## config.mk

```make
export PLATFORM = sky130hd
export DESIGN_NAME = seed_word_loader
export DESIGN_NICKNAME = d
export VERILOG_FILES = /design/src/rtl/seed_word_loader.sv
export SDC_FILE = /design/constraint.sdc
export NUM_CORES = 1
export LEC_CHECK = 0
export CAP_MARGIN = 20
export CORE_ASPECT_RATIO = 0.8
export CORE_MARGIN = 2
export CORE_UTILIZATION = 55
export DETAILED_ROUTE_END_ITERATION = 6
export PLACE_DENSITY = 0.88
export SYNTH_ARGS = -nofsm -noshare
export SYNTH_HDL_FRONTEND = slang
export SYNTH_SLANG_ARGS = --single-unit
```

## constraint.sdc

```tcl
create_clock -name i_Clk -period 2.2 [get_ports i_Clk]
set_input_delay 0.44 -clock i_Clk [delete_from_list [all_inputs] [get_ports i_Clk]]
set_output_delay 0.44 -clock i_Clk [all_outputs]
set_load 0.005 [all_outputs]
```

## src/rtl/seed_word_loader.sv

```systemverilog
// seed_word_loader: front-end sequencer for the SEED core.
// Gathers key and text as 32-bit words, drives the core's two-cycle load
// sequence, waits for completion under a watchdog, then streams the
// 128-bit result back out as four 32-bit words.
module seed_word_loader #(
  parameter int unsigned TIMEOUT = 255
) (
  input  logic         i_Clk,
  input  logic         i_Rst,
  input  logic         i_Valid,
  output logic         o_Ready,
  input  logic [31:0]  i_Word,
  input  logic         i_Mode,
  output logic [128:0] o_Core_Data,
  input  logic [127:0] i_Core_Text,
  input  logic         i_Core_Done,
  output logic         o_Valid,
  input  logic         i_Ready,
  output logic [31:0]  o_Word,
  output logic         o_Busy,
  output logic         o_Err
);

  localparam int unsigned WORD_W = 32;
  localparam int unsigned BLK_W  = 128;
  localparam int unsigned WDW    = $clog2(TIMEOUT + 1);

  typedef enum logic [2:0] {
    S_COLLECT   = 3'd0,
    S_LOAD_TEXT = 3'd1,
    S_LOAD_KEY  = 3'd2,
    S_WAIT      = 3'd3,
    S_OUT       = 3'd4
  } state_e;

  state_e              state_q, state_d;
  logic [2:0]          cnt_q, cnt_d;
  logic [1:0]          ocnt_q, ocnt_d;
  logic [BLK_W-1:0]    key_q, key_d;
  logic [BLK_W-1:0]    text_q, text_d;
  logic [BLK_W-1:0]    result_q, result_d;
  logic                mode_q, mode_d;
  logic [WDW-1:0]      wdog_q, wdog_d;
  logic [BLK_W:0]      core_data_q, core_data_d;
  logic [WORD_W-1:0]   word_q, word_d;
  logic                err_q, err_d;
  logic                in_hs_c, out_hs_c;

  // Handshake status and outputs decoded from the current state
  assign o_Ready     = (state_q == S_COLLECT);
  assign o_Valid     = (state_q == S_OUT);
  assign o_Busy      = (state_q != S_COLLECT);
  assign in_hs_c     = i_Valid && o_Ready;
  assign out_hs_c    = o_Valid && i_Ready;
  assign o_Core_Data = core_data_q;
  assign o_Word      = word_q;
  assign o_Err       = err_q;

  // State and datapath registers
  always_ff @(posedge i_Clk or negedge i_Rst) begin
    if (!i_Rst) begin
      state_q     <= S_COLLECT;
      cnt_q       <= '0;
      ocnt_q      <= '0;
      key_q       <= '0;
      text_q      <= '0;
      result_q    <= '0;
      mode_q      <= 1'b0;
      wdog_q      <= '0;
      core_data_q <= '0;
      word_q      <= '0;
      err_q       <= 1'b0;
    end else begin
      state_q     <= state_d;
      cnt_q       <= cnt_d;
      ocnt_q      <= ocnt_d;
      key_q       <= key_d;
      text_q      <= text_d;
      result_q    <= result_d;
      mode_q      <= mode_d;
      wdog_q      <= wdog_d;
      core_data_q <= core_data_d;
      word_q      <= word_d;
      err_q       <= err_d;
    end
  end

  // Next-state, datapath updates and registered-output precompute
  always_comb begin
    state_d     = state_q;
    cnt_d       = cnt_q;
    ocnt_d      = ocnt_q;
    key_d       = key_q;
    text_d      = text_q;
    result_d    = result_q;
    mode_d      = mode_q;
    wdog_d      = wdog_q;
    err_d       = 1'b0;
    core_data_d = '0;
    word_d      = '0;

    case (state_q)
      S_COLLECT: begin
        if (in_hs_c) begin
          // Words arrive MS first, so shifting in fills each block in order
          if (cnt_q < 3'd4) begin
            key_d = {key_q[BLK_W-WORD_W-1:0], i_Word};
          end else begin
            text_d = {text_q[BLK_W-WORD_W-1:0], i_Word};
          end
          if (cnt_q == 3'd0) begin
            mode_d = i_Mode;
          end
          if (cnt_q == 3'd7) begin
            cnt_d   = '0;
            state_d = S_LOAD_TEXT;
          end else begin
            cnt_d = cnt_q + 3'd1;
          end
        end
      end
      S_LOAD_TEXT: state_d = S_LOAD_KEY;
      S_LOAD_KEY:  state_d = S_WAIT;
      S_WAIT: begin
        if (i_Core_Done) begin
          result_d = i_Core_Text;
          wdog_d   = '0;
          state_d  = S_OUT;
        end else if (wdog_q == WDW'(TIMEOUT)) begin
          // Core hung: flag it and drop everything collected so far
          err_d   = 1'b1;
          wdog_d  = '0;
          key_d   = '0;
          text_d  = '0;
          mode_d  = 1'b0;
          cnt_d   = '0;
          state_d = S_COLLECT;
        end else begin
          wdog_d = wdog_q + WDW'(1);
        end
      end
      S_OUT: begin
        if (out_hs_c) begin
          if (ocnt_q == 2'd3) begin
            ocnt_d  = '0;
            state_d = S_COLLECT;
          end else begin
            ocnt_d = ocnt_q + 2'd1;
          end
        end
      end
      default: state_d = S_COLLECT;
    endcase

    // Core bus follows the state being entered so it is valid for that whole cycle
    case (state_d)
      S_LOAD_TEXT: core_data_d = {1'b1, text_d};
      S_LOAD_KEY:  core_data_d = {mode_d, key_d};
      default:     core_data_d = '0;
    endcase

    // Output word for the state being entered, MS word first
    if (state_d == S_OUT) begin
      case (ocnt_d)
        2'd0:    word_d = result_d[127:96];
        2'd1:    word_d = result_d[95:64];
        2'd2:    word_d = result_d[63:32];
        default: word_d = result_d[31:0];
      endcase
    end
  end

endmodule

```

==> metrics.yaml <==
synthesis:
  async_flop_share_pct: 100
  synth_area_um2: 23100
  syn_inst: 2261
  yosys-top-cells-area: "dfrtp_1 (61%), nand2_1 (13%), o21ai_1 (5.5%)"
  yosys-top-cells-count: "nand2_1 (785), dfrtp_1 (563), o21ai_1 (255)"
  synth-seq-cells: 563
  synth.distinct_cells: 42
  ys_seq_area_share_pct: 60.9
  syn_avg_cell_area_um2: 10.2
  synth_top_area_share_pct: 60.9
  synth_fp_nets: 2432
  synth-edff-count: 0
  synth.most_common_cell: "nand2_1"
  yosysTopAreaCell: "dfrtp_1"
  synth_ff_type: "dfrtp_1"
  synth_warnings: 0
worst_setup_path:
  cpMaxStageDelayCell: "a222oi_1"
  timing.rr.start: "state_q[2]"
  crit_cells: 8
  rrSetupSlack_ns: 0.002
  path_buf_inv: 4
  reg2reg_depth: 8
  cp_common_cell: "buf_6"
  critPathLaunch: "state_q[2]"
  crit_path_end_kind: "flop"
  cp_max_fo: 8
  crit_path_start_kind: "flop"
  worstSetupEndpoint: "o_Word[22]"
  crit_family: "buffers and inverters"
  path_cells: "buf_6 -> nand4b_1 -> buf_12 -> buf_6 -> mux2i_4 -> a222oi_1 -> buf_4 -> o21a_1"
  worstSetupPathType: "reg2reg"
  rr_endpoint: "o_Word[22]"
  slowest_delay_ns: 0.46
  required_ns: 2.72
  cp.arrival_ns: 2.72
route:
  drt-total-wl_um: 68000
  first_pass_iters: 7
  first_iter_violations: 2158
  vias: 19000
  ant_nets: 0
  route.detailed.wl_per_inst_um: 21.1
  via_per_inst: 5.89
  drc: 10
grt:
  gr-usage-all-layers_pct: 30.9
  grt_pass1_wl_um: 106000
  grt.overflow.total: 0
  antenna_found_initial: 9
  grt_pass1_vias: 19500
  grt_max_degree: 83
timing:
  fin_crit_ns: 2.20
  fin_worst_skew_ns: 0.0272
  hold_slack_ns: 0.363
  tightest_slew_ns: 0.531
  fin_crit_sh_pct: 99.9
  finalSetupViolCount: 0
  maxSlewViolCount: 0
  rsz0062_at_grt: "true"
  relSlewSlack_pct: 64.6
  final-hold-violation-count: 0
  timing.fmax_mhz: 455
clock_tree:
  clk_path_buf_depth: 3
  cts-root-buf: "clkbuf_16"
  cts_tree: "done"
  cts.htree.levels: 2
  worstSkewPairLatency_ns: 0.61
  cts_buffers: 53
  path_clk_slew_ns: 0.06
  clock-sinks: 563
finish:
  nets: 2806
  area_growth_pct: 30.2
  final_core_util_pct: 72.3
  drive_above_1_share_pct: 13.1
  stdcell_count: 3230
power:
  p_per_area_nw_per_um2: 1280
  ir_drop_mv: 0.900
  p_leak_nw: 14.4
run:
  cap_violations: 0
floorplanning:
  design.core.area_um2: 41700
  pin_count: 331
  die_area_um2: 43700
  die_w_um: 233
  die_h_um: 187
  initial_core_util_pct: 55.5
  rows: 67
run_status:
  violations: "DRC"
  status: "complete, but fails checks"
worst_hold_path:
  min_path_type: "in2async"
placement:
  hpwl_um: 42900
  numPlacedInstances: 3125
  place_congestion: 0.875
  port_buffers: 330
==> worst min-delay path by stage <==
stage | cells past startpoint | end | startpoint | slack, ns
floorplan | 0 | cnt_q[0] | i_Rst | 0.14
global placement | 1 | key_q[107] | i_Rst | 0.42
detailed placement | 1 | o_Core_Data[59] | i_Rst | 0.41
CTS | 2 | key_q[15] | i_Rst | 0.37
global route | 2 | key_q[107] | i_Rst | 0.41
finish | 2 | key_q[107] | i_Rst | 0.36
==> cell usage in the layout, fill, tap and decap left out, types with 11 or more instances in the layout <==
cell / n
clkdlybuf4s50_1: 326
mux2_2: 86
a222oi_1: 32
clkbuf_16: 53
o21a_1: 32
mux2i_1: 61
a22oi_1: 128
nand2_1: 783
buf_4: 88
inv_1: 72
clkbuf_8: 13
mux2_1: 11
buf_12: 56
o21ai_1: 255
dfrtp_1: 560
==> worst reg2reg max path: cells and delay by family, from the launching register on <==
| kind | cells | cell delay, ns |
|---|---|---|
| buf+inv | 4 | 0.67 |
| compound gates | 2 | 0.62 |
| flops | 1 | 0.42 |
| simple gates | 1 | 0.21 |
| mux | 1 | 0.21 |
==> stage by stage <==
stage / area, µm² / power (mW) / setup WS [ns] / TNS [ns]
finish: 30100 / 38.6 / 0.00153 / 0
global route: 30100 / 40.4 / -0.0526 / -0.236
CTS: 30000 / 38.2 / -0.0239 / -0.0239
detailed placement: 28200 / 28.3 / -0.280 / -53.91
global placement: 28200 / 27.3 / -0.179 / -35.88
floorplan: 23100 / 22.8 / 0.134 / 0
==> flip-flops by register name (all words and copies together) (netlist names) <==
register     count
o_Err            1
ocnt_q           2
key_q          128
o_Word          32
state_q          3
cnt_q            3
wdog_q           8
result_q       128
text_q         128
mode_q           1
o_Core_Data    129
==> metal layers <==
layer | wire length, µm | GRT usage (%)
met1 | 25400 | 39.7
met2 | 33200 | 50.0
met3 | 6440 | 7.79
met4 | 2870 | 13.4
met5 | 80 | 0
==> report_power, final <==
part	leakage, nW	total [mW]	internal [mW]	switching [mW]
clock	0.877	9.46	5.45	4.01
sequential	7.33	17.1	14.3	2.72
combinational	6.18	12.1	5.66	6.42
total	14.4	38.6	25.5	13.1
==> cells by family (layout without fill, tap and decap cells) <==
logic type / after synthesis / count (layout) / share of synthesized area (%)
buffers and inverters: 235 / 648 / 4.54
other: 0 / 4 / 0
multiplexers: 164 / 164 / 7.62
AND/OR/NAND/NOR: 822 / 822 / 13.9
flip-flops: 563 / 563 / 60.9
adder cells (fa/ha/maj): 5 / 5 / 0.270
AO/OA/AOI/OAI: 472 / 472 / 12.8
==> cell type report <==
| class | instances | area (µm²) |
|---|---|---|
| Sequential cell | 563 | 14100 |
| Fill cell | 2573 | 11500 |
| Multi-Input combinational cell | 1463 | 8120 |
| Timing Repair Buffer | 482 | 5170 |
| Clock buffer | 75 | 1540 |
| Tap cell | 552 | 691 |
| Inverter | 72 | 270 |
| Clock inverter | 19 | 236 |
| Antenna cell | 4 | 10.0 |
==> timing repair <==
action / in CTS / in global routing
endpoints found under the hold margin: 34 / 0
setup endpoints to repair: 3 / 9
cloned: 0 / 0
hold buffers: 1 / 0
gates resized for setup: 9 / 15
pin swaps: 0 / 7
buffers inserted: 3 / 3
Note: power is estimated with default switching activity, not from simulation.
